## config.mk

```make
export PLATFORM = sky130hd
export DESIGN_NAME = local_flit_injector
export DESIGN_NICKNAME = d
export VERILOG_FILES = /design/src/rtl/local_flit_injector_pkg.sv /design/src/rtl/local_flit_injector.sv
export SDC_FILE = /design/constraint.sdc
export NUM_CORES = 1
export LEC_CHECK = 0
export ABC_AREA = 1
export CAP_MARGIN = 40
export CORE_ASPECT_RATIO = 0.6
export CORE_UTILIZATION = 25
export CTS_BUF_LIST = sky130_fd_sc_hd__clkbuf_2
export CTS_CLUSTER_SIZE = 14
export DETAILED_ROUTE_END_ITERATION = 16
export PLACE_DENSITY = 0.53
export RECOVER_POWER = 100
export SETUP_SLACK_MARGIN = 0.15
export SYNTH_ARGS = -nofsm -noshare
export SYNTH_HDL_FRONTEND = slang
export SYNTH_SLANG_ARGS = --single-unit
```

## constraint.sdc

```tcl
create_clock -name clk -period 1.9 [get_ports clk]
set_input_delay 0.285 -clock clk [delete_from_list [all_inputs] [get_ports clk]]
set_output_delay 0.285 -clock clk [all_outputs]
set_load 0.01 [all_outputs]
```

## src/rtl/local_flit_injector_pkg.sv

```systemverilog
// Shared widths, flit encodings and flit bus types for the PE-side local port injector.
package local_flit_injector_pkg;

    localparam int XWidth        = 4;
    localparam int YWidth        = 4;
    localparam int PktWidth      = 4;
    localparam int VcWidth       = 2;
    localparam int FlitWidth     = 32;
    localparam int FlitDataWidth = FlitWidth - 2;
    localparam int HeadPadWidth  = FlitDataWidth - XWidth - YWidth - PktWidth;

    typedef enum logic [1:0] {
        HEAD_FLIT = 2'd0,
        BODY_FLIT = 2'd1,
        TAIL_FLIT = 2'd2
    } flit_type_e;

    typedef struct packed {
        logic [FlitWidth-1:0] fdata;
        logic                 valid;
        logic [VcWidth-1:0]   vc_id;
    } s_flit_req_t;

    typedef struct packed {
        logic ready;
    } s_flit_resp_t;

    typedef struct packed {
        flit_type_e            ftype;
        logic [XWidth-1:0]     x_dest;
        logic [YWidth-1:0]     y_dest;
        logic [PktWidth-1:0]   pkt_size;
        logic [HeadPadWidth-1:0] zeros;
    } s_head_flit_t;

    function automatic logic [FlitWidth-1:0] make_head_flit(
        input logic [XWidth-1:0]   x_dest,
        input logic [YWidth-1:0]   y_dest,
        input logic [PktWidth-1:0] pkt_size
    );
        s_head_flit_t head;
        head.ftype    = HEAD_FLIT;
        head.x_dest   = x_dest;
        head.y_dest   = y_dest;
        head.pkt_size = pkt_size;
        head.zeros    = '0;
        return head;
    endfunction

endpackage

```

## src/rtl/local_flit_injector.sv

```systemverilog
// Packetizer driving a router local input: head flit from a descriptor, then body/tail
// flits from payload words, with self-addressed descriptors drained and flagged.
module local_flit_injector
    import local_flit_injector_pkg::*;
#(
    parameter logic [XWidth-1:0] ROUTER_X_ID = '0,
    parameter logic [YWidth-1:0] ROUTER_Y_ID = '0
) (
    input  logic                     clk,
    input  logic                     arst,
    input  logic                     msg_valid_i,
    output logic                     msg_ready_o,
    input  logic [XWidth-1:0]        msg_x_dest_i,
    input  logic [YWidth-1:0]        msg_y_dest_i,
    input  logic [PktWidth-1:0]      msg_len_i,
    input  logic [VcWidth-1:0]       msg_vc_i,
    input  logic                     pld_valid_i,
    output logic                     pld_ready_o,
    input  logic [FlitDataWidth-1:0] pld_data_i,
    output s_flit_req_t              flit_req_o,
    input  s_flit_resp_t             flit_resp_i,
    output logic                     err_self_o,
    output logic                     busy_o
);

    typedef enum logic [1:0] {
        ST_IDLE    = 2'd0,
        ST_PAYLOAD = 2'd1,
        ST_DRAIN   = 2'd2
    } state_e;

    localparam logic [PktWidth-1:0] PktOne = PktWidth'(1);

    state_e              state_q, state_d;
    s_flit_req_t         flit_q, flit_d;
    logic [PktWidth-1:0] rem_q, rem_d;
    logic [VcWidth-1:0]  vc_q, vc_d;
    logic                err_q, err_d;
    logic                out_free;
    logic                is_self;
    flit_type_e          word_type;

    // The output register can take a new flit when empty or when its flit retires this cycle.
    assign out_free  = !flit_q.valid || flit_resp_i.ready;
    assign is_self   = (msg_x_dest_i == ROUTER_X_ID) && (msg_y_dest_i == ROUTER_Y_ID);
    assign word_type = (rem_q == PktOne) ? TAIL_FLIT : BODY_FLIT;

    // Next-state, output-register and handshake logic.
    always_comb begin
        state_d     = state_q;
        flit_d      = flit_q;
        rem_d       = rem_q;
        vc_d        = vc_q;
        err_d       = 1'b0;
        msg_ready_o = 1'b0;
        pld_ready_o = 1'b0;

        if (flit_q.valid && flit_resp_i.ready) begin
            flit_d.valid = 1'b0;
        end else begin
            flit_d.valid = flit_q.valid;
        end

        case (state_q)
            ST_IDLE: begin
                msg_ready_o = out_free && !arst;
                if (msg_valid_i && out_free) begin
                    rem_d = msg_len_i;
                    vc_d  = msg_vc_i;
                    if (is_self) begin
                        err_d   = 1'b1;
                        state_d = (msg_len_i == '0) ? ST_IDLE : ST_DRAIN;
                    end else begin
                        flit_d.fdata = make_head_flit(msg_x_dest_i, msg_y_dest_i, msg_len_i);
                        flit_d.valid = 1'b1;
                        flit_d.vc_id = msg_vc_i;
                        state_d      = (msg_len_i == '0) ? ST_IDLE : ST_PAYLOAD;
                    end
                end else begin
                    state_d = ST_IDLE;
                end
            end
            ST_PAYLOAD: begin
                pld_ready_o = out_free && !arst;
                if (pld_valid_i && out_free) begin
                    flit_d.fdata = {word_type, pld_data_i};
                    flit_d.valid = 1'b1;
                    flit_d.vc_id = vc_q;
                    rem_d        = rem_q - PktOne;
                    state_d      = (rem_q == PktOne) ? ST_IDLE : ST_PAYLOAD;
                end else begin
                    state_d = ST_PAYLOAD;
                end
            end
            ST_DRAIN: begin
                pld_ready_o = !arst;
                if (pld_valid_i) begin
                    rem_d   = rem_q - PktOne;
                    state_d = (rem_q == PktOne) ? ST_IDLE : ST_DRAIN;
                end else begin
                    state_d = ST_DRAIN;
                end
            end
            default: begin
                state_d = ST_IDLE;
            end
        endcase
    end

    // State and output registers; reset drops any pending flit and abandons the packet.
    always_ff @(posedge clk) begin
        if (arst) begin
            state_q <= ST_IDLE;
            flit_q  <= '0;
            rem_q   <= '0;
            vc_q    <= '0;
            err_q   <= 1'b0;
        end else begin
            state_q <= state_d;
            flit_q  <= flit_d;
            rem_q   <= rem_d;
            vc_q    <= vc_d;
            err_q   <= err_d;
        end
    end

    assign flit_req_o = flit_q;
    assign err_self_o = err_q;
    assign busy_o     = (state_q != ST_IDLE) || flit_q.valid;

endmodule
```

* Word-level counts from Yosys, hierarchy flattened
Index checks and enable logic that the tools add are counted.
** Word-level totals
- Input bits :: 49
- Output and inout bits :: 39
- Logic and storage cells :: 59
- Flip-flop bits (word level) :: 44
** Cells by class
- $add $sub $neg :: 1
- Multiplexer cells :: 22
- Reduce and logical (&&, ||, !) cells :: 20
- Bitwise gates (word level) :: 2
- Equal/unequal tests :: 7
** Operator list (number)
- two-way mux 35 bit :: 3
- one-hot mux 35 bit (2 select lines) :: 1
- logical NOT 4 bit :: 3
- two-way mux 2 bit :: 6
- two-way mux 4 bit :: 3
- one-hot mux 4 bit (3 select lines) :: 1
- != test 2 bit, second input constant :: 4
- AND reduction 4 bit :: 2
- two-way mux 1 bit :: 6
- one-hot mux 2 bit (3 select lines) :: 1
- logical AND 1 bit :: 5
- equality test 4 x 1 -> 1 bit, second input constant :: 1
- nonzero test 2 bit :: 2
- subtractor 4 x 1 -> 4 bit, second input constant :: 1
- nonzero test 3 bit :: 1
- OR reduction 3 bit :: 1
- equality test 2 x 1 -> 1 bit, second input constant :: 1
- equality test 2 bit, second input constant :: 1
- logical NOT 1 bit :: 2
- logical NOT 2 bit :: 1
- logical OR 1 bit :: 2
- NOT 1 bit :: 2
- one-hot mux 1 bit (2 select lines) :: 1
- AND reduction 2 bit :: 1

* Depth between registers and ports, before layout
Gate-level depths: netlist of the first run.
- Depth in word-level cells :: 5
- Depth in mapped cells :: 11

* Worst setup path before layout of the first run
No wires, ideal clock.
- Path kind :: register -> register
- Start :: register state_q[0]
- End :: register flit_q, in the netlist flit_req_o[10]
- Setup slack :: 216 ps
- Cell stages (with the launch flop) :: 12
- Required time :: 1787 ps
- Library setup time :: 113 ps
- Period minus slack after synthesis :: 1684 ps
- Path buffers :: 1
- Data arrival time :: 1572 ps
- Cell sequence :: dfxtp_1 > inv_1 > ha_1 > inv_2 > or2_1 > nand2_2 > nand2_2 > nor2_4 > buf_4 > nand2_1 > nand2_1 > nor2_1
** On the way
- Word-level cells in the longest chain between the ends :: 3
- Elaborated cells on any way between the ends :: 8
- Classes of those cells :: 4 x eq/ne; 1 x mux; 3 x reduce/logical
** Ends and longest elaborated chain
- from (decl) :: line local_flit_injector.sv:34 : state_e state_q, state_d;
- from (signal assigned) :: line local_flit_injector.sv:119 : state_q <= state_d;
- equality test 2 x 1 -> 1 bit or logical NOT 2 bit (tied branches) :: line local_flit_injector.sv:64 : case (state_q)
- != test 2 bit (no line) or nonzero test 2 bit (tied branches)
- AND reduction 4 bit (no line)
- to (signal assigned) :: line local_flit_injector.sv:120 : flit_q <= flit_d;
- to (decl) :: line local_flit_injector.sv:35 : s_flit_req_t flit_q, flit_d;
Several ways; a longest one is shown, not always the timed one.
A chain may end at the register's enable or synchronous reset.

* Worst setup path in the final report of the first run
- Start :: register state_q[0]
- End :: register flit_q, in the netlist flit_req_o[0]
Same word-level chain as after synthesis.

==> results of run 1 <==
## power groups by stage
stage	registers, mW	logic [mW]	clock network [mW]
after CTS	1.10	0.932	0.574
after floorplan	1.16	0.426	0
final	1.10	0.951	0.547
after global routing	1.11	1.07	0.615
after global placement	1.12	0.897	0
after detailed placement	1.12	0.903	0
## per-layer routing
metal	up-vias	track usage, %	wire length (um)
met3	2	3.91	457
met4	0	2.44	8
met2	71	21.0	2520
met5	-	0	0
met1	1034	21.1	3560
li1	1262	-	-
## stage by stage
stage	hold slack, ps	std cells
after floorplan	364	340
after global placement	453	544
after detailed placement	458	544
after CTS	431	554
after global routing	420	558
final	465	558
## cells by family (layout without fill, tap and decap cells)
group / Yosys count / in the layout
DFF: 44 / 44
buffers and inverters: 34 / 140
xor gates and xnor gates: 1 / 1
adders and majority gates: 7 / 7
and+or+nand+nor: 217 / 217
AOI/OAI and AO/OA: 37 / 37
## worst max path at each step
| stage | from | to | slack [ps] | cells past startpoint |
|---|---|---|---|---|
| after floorplan | state_q[0]$_SDFF_PP0_ | flit_req_o[10]$_SDFFE_PP0P_ | 220 | 11 |
| after global placement | flit_resp_i | pld_ready_o | -200 | 6 |
| after detailed placement | flit_resp_i | pld_ready_o | -240 | 6 |
| after CTS | state_q[0]$_SDFF_PP0_ | pld_ready_o | 130 | 5 |
| after global routing | state_q[0]$_SDFF_PP0_ | pld_ready_o | 20 | 5 |
| final | state_q[0]$_SDFF_PP0_ | flit_req_o[0]$_SDFFE_PP0P_ | 120 | 11 |
## state kept, by name, summed over array words and instances (netlist names)
name	cells
state_q	2
vc_q	2
err_self_o	1
rem_q	4
flit_req_o	35
## worst reg2reg max path, cell delays in order (launching register included)
cell and delay, ps:
dfxtp_2 380, buf_6 120, ha_4 170, or2_0 250, nand2_2 90, nand2_2 40, nor2_1 170, buf_12 160
buf_12 150, nand2_1 70, nand2_1 60, nor2_1 30
## placed cells by master (no fill, tap or decap), types with 4 or more instances in the layout
cell type and instances:
buf_4 15, clkbuf_2 7, a21oi_1 16, nand2_1 117, dlygate4sd3_1 34, inv_1 17, nand3_1 11, dfxtp_1 41
ha_1 4, clkdlybuf4s50_1 50, nor2_1 78, o21ai_0 18
## what timing repair did
action | in CTS | in global routing
setup buffers | 2 | 1
cloned | 0 | 3
gates resized for setup | 31 | 3
pin swaps | 4 | 1
endpoints found under the setup margin | 4 | 16
## layout make-up
class                           instances  area, um2  area share (%)
Clock inverter                          2       35.0            1.01
Inverter                               20       80.1            2.30
Multi-Input combinational cell        262       1190            34.3
Sequential cell                        44        885            25.4
Tap cell                              112        140            4.02
Clock buffer                            6       30.0           0.861
Timing Repair Buffer                  112       1120            32.2
==> summary.txt, run 1 <==
Simple-Gate Fraction of Synth Area: 39.1%
CP top delay family: simple AND/OR/NAND/NOR gates
largest net degree at the start of global routing: 31
gr usage total: 14.4%
Synth cell types: 23
Critical Path Slowest Stage Cell: dfxtp_2
IO Pins: 88
initial drt markers: 103
sequential share of the synthesized area: 40.2%
Routed WL per cell: 11.7 um
via count: 2369
Slew Viols, Final: 0
cells along the critical path: buf_6, ha_4, or2_0, nand2_2, nand2_2, nor2_1, buf_12, buf_12, nand2_1, nand2_1, nor2_1
clock share of power: 21.1%
mux share of post-synthesis cell area: 0%
Reg power frac: 42.3%
Inserted Clock Buffers: 5
Setup Crit Path Kind: reg -> reg
vias in the first global route: 2141
CP max FO: 23
XOR/XNOR share of the synthesized area: 0.400%
die width: 123 um
RR Startpoint: state_q[0]$_SDFF_PP0_
Skew-Pair Late Insertion Delay: 400 ps
Tcrit/Tclk final: 93.5%
Worst Reg-to-Reg Cells: 11
worst vdd ir: 0.000299 V
GPL Wtd Cong: 0.803
post-synthesis compound-gate area fraction: 8.68%
Total Wirelength: 6550 um
global-route wire length before repair: 10200 um
Residual DRC: 0
leading post-synthesis cells by cell area: dfxtp_1 40%, nand2_1 20%, nor2_1 13%, o21ai_0 4.1%, ha_1 4.0%
element type at the critical path end: register
CP Data Arrival Time: 2100 ps
leading area contributor after synthesis: dfxtp_1
PortBufs: 87
Hold WC Path Type: in -> reg
hold depth: 5
FF+latch count, synth: 44
status: finished clean
Post-synth EDFFs: 0
Initial Util: 25.8%
FILL cells: 906
dpl ws: -245 ps
final hold violations: 0
Async S/R FF share, synth: 0%
Post-Synth Adder-Cell Area: 4.00%
# hold bufs at CTS: 0
Final WS setup: 123 ps
largest family of logic cells by synthesized area: simple AND/OR/NAND/NOR gates
R2R Setup Slk: 120 ps
DRT antenna net count: 0
Commonest cells post-synth: 118 x nand2_1, 77 x nor2_1, 44 x dfxtp_1
CP max stage delay: 380 ps
Yosys top cell area share: 40.2%
fmax: 563 MHz
Num Clock Sinks: 44
P_int: 1.75 mW
GRT overflow: 0
syn_nets: 396
Chip Height: 74.5 um
Post-DP HPWL: 4760 um
count leader, synth: nand2_1
Sw Pwr: 0.839 mW
Logic pwr share: 36.7%
mean number of vias per cell: 4.25
row count: 26
total negative setup slack: 0 ps
Core ar.: 8490 um2
Max transition margin: 78.9%
Clock Pin Slew Worst Setup and Hold Paths: 240 ps
Final setup viols: 0
post-layout util: 41.1%
fraction of layout cells with a size suffix above 1: 11.0%
switching share of power: 32.3%
Leak Pwr: 1.62 nW
power per cell area: 744 nW/um2
max-cap violations: 0
worst-case clock buffer depth: 2
Post-Syn Instances: 340
drt first pass iters: 4
H-tree depth: 2
design area: 3490 um2
Layout Area Growth over Synthesis: 59.0%
RSZ-0062 raised after global routing: true
critical path buffer and inverter count: 3
initial antenna violation count: 0
post-layout power: 2.59 mW
Post-Syn Area: 2190 um2
hold wc startpoint: pld_data_i[11]
fin nets: 501
ant diodes: 0
hold endpoint: flit_req_o[14]$_SDFFE_PP0P_
Synth Warn #: 0
DP Area: 3280 um2
Die ar.: 9160 um2
CTS tree: done
synthesized area per cell: 6.45 um2
CTS root buf: clkbuf_2
r2r endpoint: flit_req_o[0]$_SDFFE_PP0P_
dominant synthesized flop cell: dfxtp_1
Req. time, crit path: 2220 ps
Worst-Margin Slew: 316 ps
Clock Skew: 14.5 ps
Final min period: 1780 ps
startpoint types: register
Power figures use the tool's default switching activity.
==> run 2: changes to the inputs <==
Settings changed: CORE_MARGIN set to 2.
==> summary.txt, run 2 (synthesis results as in run 1) <==
status: finished clean
Routed WL per cell: 11.9 um
global-route wire length before repair: 10500 um
IO Pins: 88
Req. time, crit path: 1620 ps
final hold violations: 0
area occupied by multi-input gates: 1200 um2
# hold bufs at CTS: 0
Core ar.: 8520 um2
CP max FO: 3
max-cap violations: 0
GPL Wtd Cong: 0.840
row count: 26
Logic pwr share: 38.2%
FILL cells: 890
Worst-Margin Slew: 314 ps
Min Hold Slack: 434 ps
CTS root buf: clkbuf_2
Chip Height: 76.5 um
Residual DRC: 0
clock share of power: 20.8%
Final setup viols: 0
CP Data Arrival Time: 1510 ps
H-tree depth: 2
mean number of vias per cell: 4.17
Initial Util: 25.7%
Num Clock Sinks: 44
Final min period: 1790 ps
initial drt markers: 99
total negative setup slack: 0 ps
post-layout power: 2.70 mW
DRT antenna net count: 0
Clock Pin Slew Worst Setup and Hold Paths: 260 ps
Max transition margin: 79.1%
Post-DP HPWL: 4730 um
cells along the critical path: inv_1, ha_4, inv_2, nor3_2, buf_2
fin nets: 507
dpl ws: -181 ps
Layout Area Growth over Synthesis: 63.7%
Skew-Pair Late Insertion Delay: 410 ps
Sw Pwr: 0.875 mW
PortBufs: 87
P_int: 1.83 mW
drt first pass iters: 4
gr usage total: 13.4%
initial antenna violation count: 0
storage element area: 898 um2
commonest non-fill, non-tap cell in the layout: nand2_1
Total Wirelength: 6740 um
Slew Viols, Final: 0
power per cell area: 753 nW/um2
Leak Pwr: 1.61 nW
fmax: 558 MHz
worst vdd ir: 0.000385 V
fraction of layout cells with a size suffix above 1: 15.9%
Inserted Clock Buffers: 5
via count: 2352
largest net degree at the start of global routing: 36
startpoint types: register
post-layout util: 42.1%
worst-case clock buffer depth: 2
max reg flops: 35
die width: 125 um
element type at the critical path end: primary output
CTS tree: done
RSZ-0062 raised after global routing: true
ant diodes: 0
Final WS setup: 109 ps
Tcrit/Tclk final: 94.2%
Die ar.: 9560 um2
switching share of power: 32.4%
Critical Path Slowest Stage Cell: dfxtp_2
Hold WC Path Type: in -> reg
most frequent cells in the layout: 117 x nand2_1, 81 x clkdlybuf4s50_1, 77 x nor2_1
Reg power frac: 41.0%
Clock Skew: 21.5 ps
CP max stage delay: 390 ps
Setup Crit Path Kind: reg -> out
vias in the first global route: 2158
GRT overflow: 0
## run 2: cell types whose count changed in the layout (fill, tap and decap cells not counted), moves of 5 or more
cell / delta
buf_4: +5
clkdlybuf4s50_1: +31
dfxtp_1: -11
dfxtp_2: +11
dlygate4sd3_1: -33
## run 2: timing repair
action	in CTS	in global routing
gates cloned	0	3
resized for setup	23	27
setup endpoints to repair	22	29
pin swaps	2	5
buffers inserted	3	6
## run 2: final cells by class
cell class | instances | share of cell area [%]
multi-input combinational | 262 | 33.5
timing repair buffer | 118 | 33.4
sequential | 44 | 25.0
tap | 112 | 3.91
inverter | 20 | 2.16
clock inverter | 3 | 1.29
clock buffer | 5 | 0.697
## run 2: power by group through the flow
stage / combinational [mW] / clock (mW) / sequential (mW)
global route: 1.14 / 0.631 / 1.13
detailed placement: 0.905 / 0 / 1.12
global placement: 0.900 / 0 / 1.12
CTS: 0.927 / 0.590 / 1.10
finish: 1.03 / 0.562 / 1.11
floorplan: 0.426 / 0 / 1.16
## run 2: final timing paths
kind / start / endpoint / slack [ps] / cells after the start
max: state_q[0]$_SDFF_PP0_ / pld_ready_o / 110 / 5
min: pld_data_i[3] / flit_req_o[6]$_SDFFE_PP0P_ / 430 / 5
max reg2reg: state_q[0]$_SDFF_PP0_ / flit_req_o[29]$_SDFFE_PP0P_ / 160 / 9
min reg2reg: vc_q[1]$_SDFFE_PP0N_ / vc_q[1]$_SDFFE_PP0N_ / 480 / 2
## run 2: metrics by stage
stage / instances / instance area [um2]
CTS: 555 / 3410
global route: 564 / 3590
finish: 564 / 3590
global placement: 544 / 3290
floorplan: 340 / 2190
detailed placement: 544 / 3290
## run 2: metal layers
| layer | vias up | routed length [um] | track usage (%) |
|---|---|---|---|
| met2 | 67 | 2620 | 20.1 |
| li1 | 1276 | - | - |
| met3 | 2 | 395 | 3.58 |
| met1 | 1007 | 3700 | 19.5 |
| met4 | 0 | 21 | 2.00 |
| met5 | - | 0 | 0 |
## run 2: critical path: cells and delay by family, from the launching register on
kind          cells  cell delay [ps]
buf+inv           3              280
fa+ha+maj         1              280
simple gates      1              170
flops             1              390
==> run 3: changes to the inputs <==
Settings changed: ABC_AREA 1 to not set.
==> summary.txt, run 3 <==
leading post-synthesis cells by cell area: dfxtp_1 38%, o21ai_2 7.6%, a211oi_2 5.4%, nand4_1 5.2%, nand2_1 4.7%
GPL Wtd Cong: 0.847
worst-case clock buffer depth: 2
fin nets: 413
Synth Warn #: 0
final hold violations: 0
Residual DRC: 0
Final WS setup: 55.8 ps
R2R Setup Slk: 60 ps
Async S/R FF share, synth: 0%
RSZ-0062 raised after global routing: true
hold depth: 3
Inserted Clock Buffers: 5
drt first pass iters: 4
Post-DP HPWL: 5430 um
PortBufs: 87
Final setup viols: 0
FF+latch count, synth: 44
Tcrit/Tclk final: 97.1%
Clock Skew: 22.8 ps
RR Startpoint: state_q[0]$_SDFF_PP0_
dominant synthesized flop cell: dfxtp_1
fmax: 542 MHz
syn_nets: 297
Synth cell types: 47
Total Wirelength: 7600 um
Clock Pin Slew Worst Setup and Hold Paths: 240 ps
gr usage total: 14.8%
CTS tree: done
Req. time, crit path: 2230 ps
Setup Crit Path Kind: reg -> reg
element type at the critical path end: register
status: finished clean
Post-Syn Instances: 241
Layout Area Growth over Synthesis: 60.3%
Initial Util: 25.4%
Skew-Pair Late Insertion Delay: 420 ps
CP max stage delay: 380 ps
Num Clock Sinks: 44
count leader, synth: dfxtp_1
hold endpoint: vc_q[1]$_SDFFE_PP0N_
ant diodes: 0
Leak Pwr: 1.41 nW
Worst Reg-to-Reg Cells: 8
Max transition margin: 65.9%
initial antenna violation count: 0
commonest non-fill, non-tap cell in the layout: clkdlybuf4s50_1
GRT overflow: 0
sequential share of the synthesized area: 38.3%
synthesized area per cell: 9.53 um2
largest net degree at the start of global routing: 35
Worst-Margin Slew: 511 ps
startpoint types: register
CP top delay family: buffers and inverters
Slew Viols, Final: 0
fraction of layout cells with a size suffix above 1: 25.4%
CP dominant cell by count: buf_12
row count: 27
vias in the first global route: 2194
max-cap violations: 0
Commonest cells post-synth: 44 x dfxtp_1, 29 x nand2_1, 20 x o21ai_2
Critical Path Slowest Stage Cell: dfxtp_2
post-layout power: 2.26 mW
global-route wire length before repair: 11600 um
r2r endpoint: flit_req_o[26]$_SDFFE_PP0P_
Core ar.: 9050 um2
hold wc startpoint: msg_vc_i[1]
via count: 2342
IO Pins: 88
worst vdd ir: 0.000210 V
Post-synth EDFFs: 0
CTS root buf: clkbuf_2
non-filler instance count after layout: 474
max reg flops: 35
power per cell area: 614 nW/um2
most frequent cells in the layout: 47 x clkdlybuf4s50_1, 40 x dfxtp_1, 37 x dlygate4sd3_1
Final min period: 1840 ps
Post-Syn Area: 2300 um2
Hold WC Path Type: in -> reg
post-layout util: 40.7%
leading area contributor after synthesis: dfxtp_1
dpl ws: -160 ps
die width: 128 um
CP Data Arrival Time: 2180 ps
Chip Height: 78.3 um
DRT antenna net count: 0
mean number of vias per cell: 4.94
initial drt markers: 112
Yosys top cell area share: 38.3%
H-tree depth: 2
Die ar.: 10000 um2
Routed WL per cell: 16.0 um
critical path buffer and inverter count: 4
CP max FO: 6
DP Cell Count: 458
cells along the critical path: buf_6, ha_4, clkbuf_2, a211oi_2, and2_2, buf_12, buf_12, a211oi_1
-- run 3: cell types whose count changed after synthesis, moves of 12 or more --
cell,delta
inv_1,-12
nand2_1,-89
o21ai_2,+20
o21ai_0,-17
nor2_1,-76
nand4_1,+17
-- run 3: cell type report --
type,instances,area [um2]
clock buffers,7,35.0
repair buffers,129,1340
flip-flops and latches,44,886
clock inverters,1,3.75
fillers,938,5370
well taps,116,145
inverters,8,30.0
multi-input cells,169,1240
-- run 3: report_power, final --
part,total (mW),switching (mW),internal [mW]
Sequential,1.02,0.0348,0.988
Combinational,0.827,0.376,0.452
Clock,0.410,0.312,0.0984
Total,2.26,0.722,1.54
-- run 3: worst max path at each step --
| stage | from | end | slack (ps) | depth (start not counted) |
|---|---|---|---|---|
| 2_1_floorplan | state_q[0]$_SDFF_PP0_ | flit_req_o[1]$_SDFFE_PP0P_ | 110 | 9 |
| 3_3_place_gp | flit_resp_i | pld_ready_o | -130 | 5 |
| 3_5_place_dp | flit_resp_i | pld_ready_o | -160 | 5 |
| 4_1_cts | state_q[0]$_SDFF_PP0_ | pld_ready_o | 120 | 5 |
| 5_1_grt | state_q[0]$_SDFF_PP0_ | flit_req_o[21]$_SDFFE_PP0P_ | 20 | 7 |
| 6_report | state_q[0]$_SDFF_PP0_ | flit_req_o[26]$_SDFFE_PP0P_ | 60 | 8 |
-- run 3: stage by stage --
stage	area, um2	TNS [ps]	hold slack, ps
6_report	3680	0	409
5_1_grt	3680	0	363
4_1_cts	3680	0	365
3_5_place_dp	3490	-2490	451
3_3_place_gp	3490	-1690	445
2_1_floorplan	2310	0	421
-- run 3: tightest hold or removal path: stages --
cell and delay (ps):
clkdlybuf4s50_1 420, nand2_1 70, a21oi_1 50
-- run 3: cells by family (layout without fill, tap and decap cells) --
logic type	Yosys count	count (layout)	share of synthesized area, %
AOI/OAI and AO/OA	84	84	29.7
and+or+nand+nor	77	77	19.5
DFF	44	44	38.3
buffers and inverters	28	145	8.01
adders and majority gates	7	7	3.81
muxes	1	1	0.599
-- run 3: routing by layer --
| metal | up-vias | part of all wire [%] | track usage (%) |
|---|---|---|---|
| met3 | 9 | 5.5 | 3.82 |
| li1 | 1148 | - | - |
| met4 | 0 | 0.82 | 3.30 |
| met1 | 1126 | 49 | 20.6 |
| met5 | - | 0 | 0 |
| met2 | 59 | 45 | 22.9 |
-- run 3: repair_timing --
action / CTS / global route
setup buffers: 5 / 0
cloned: 1 / 2
hold buffers: 0 / 0
resized for setup: 21 / 13
pin swaps: 4 / 24
endpoints found under the setup margin: 28 / 41
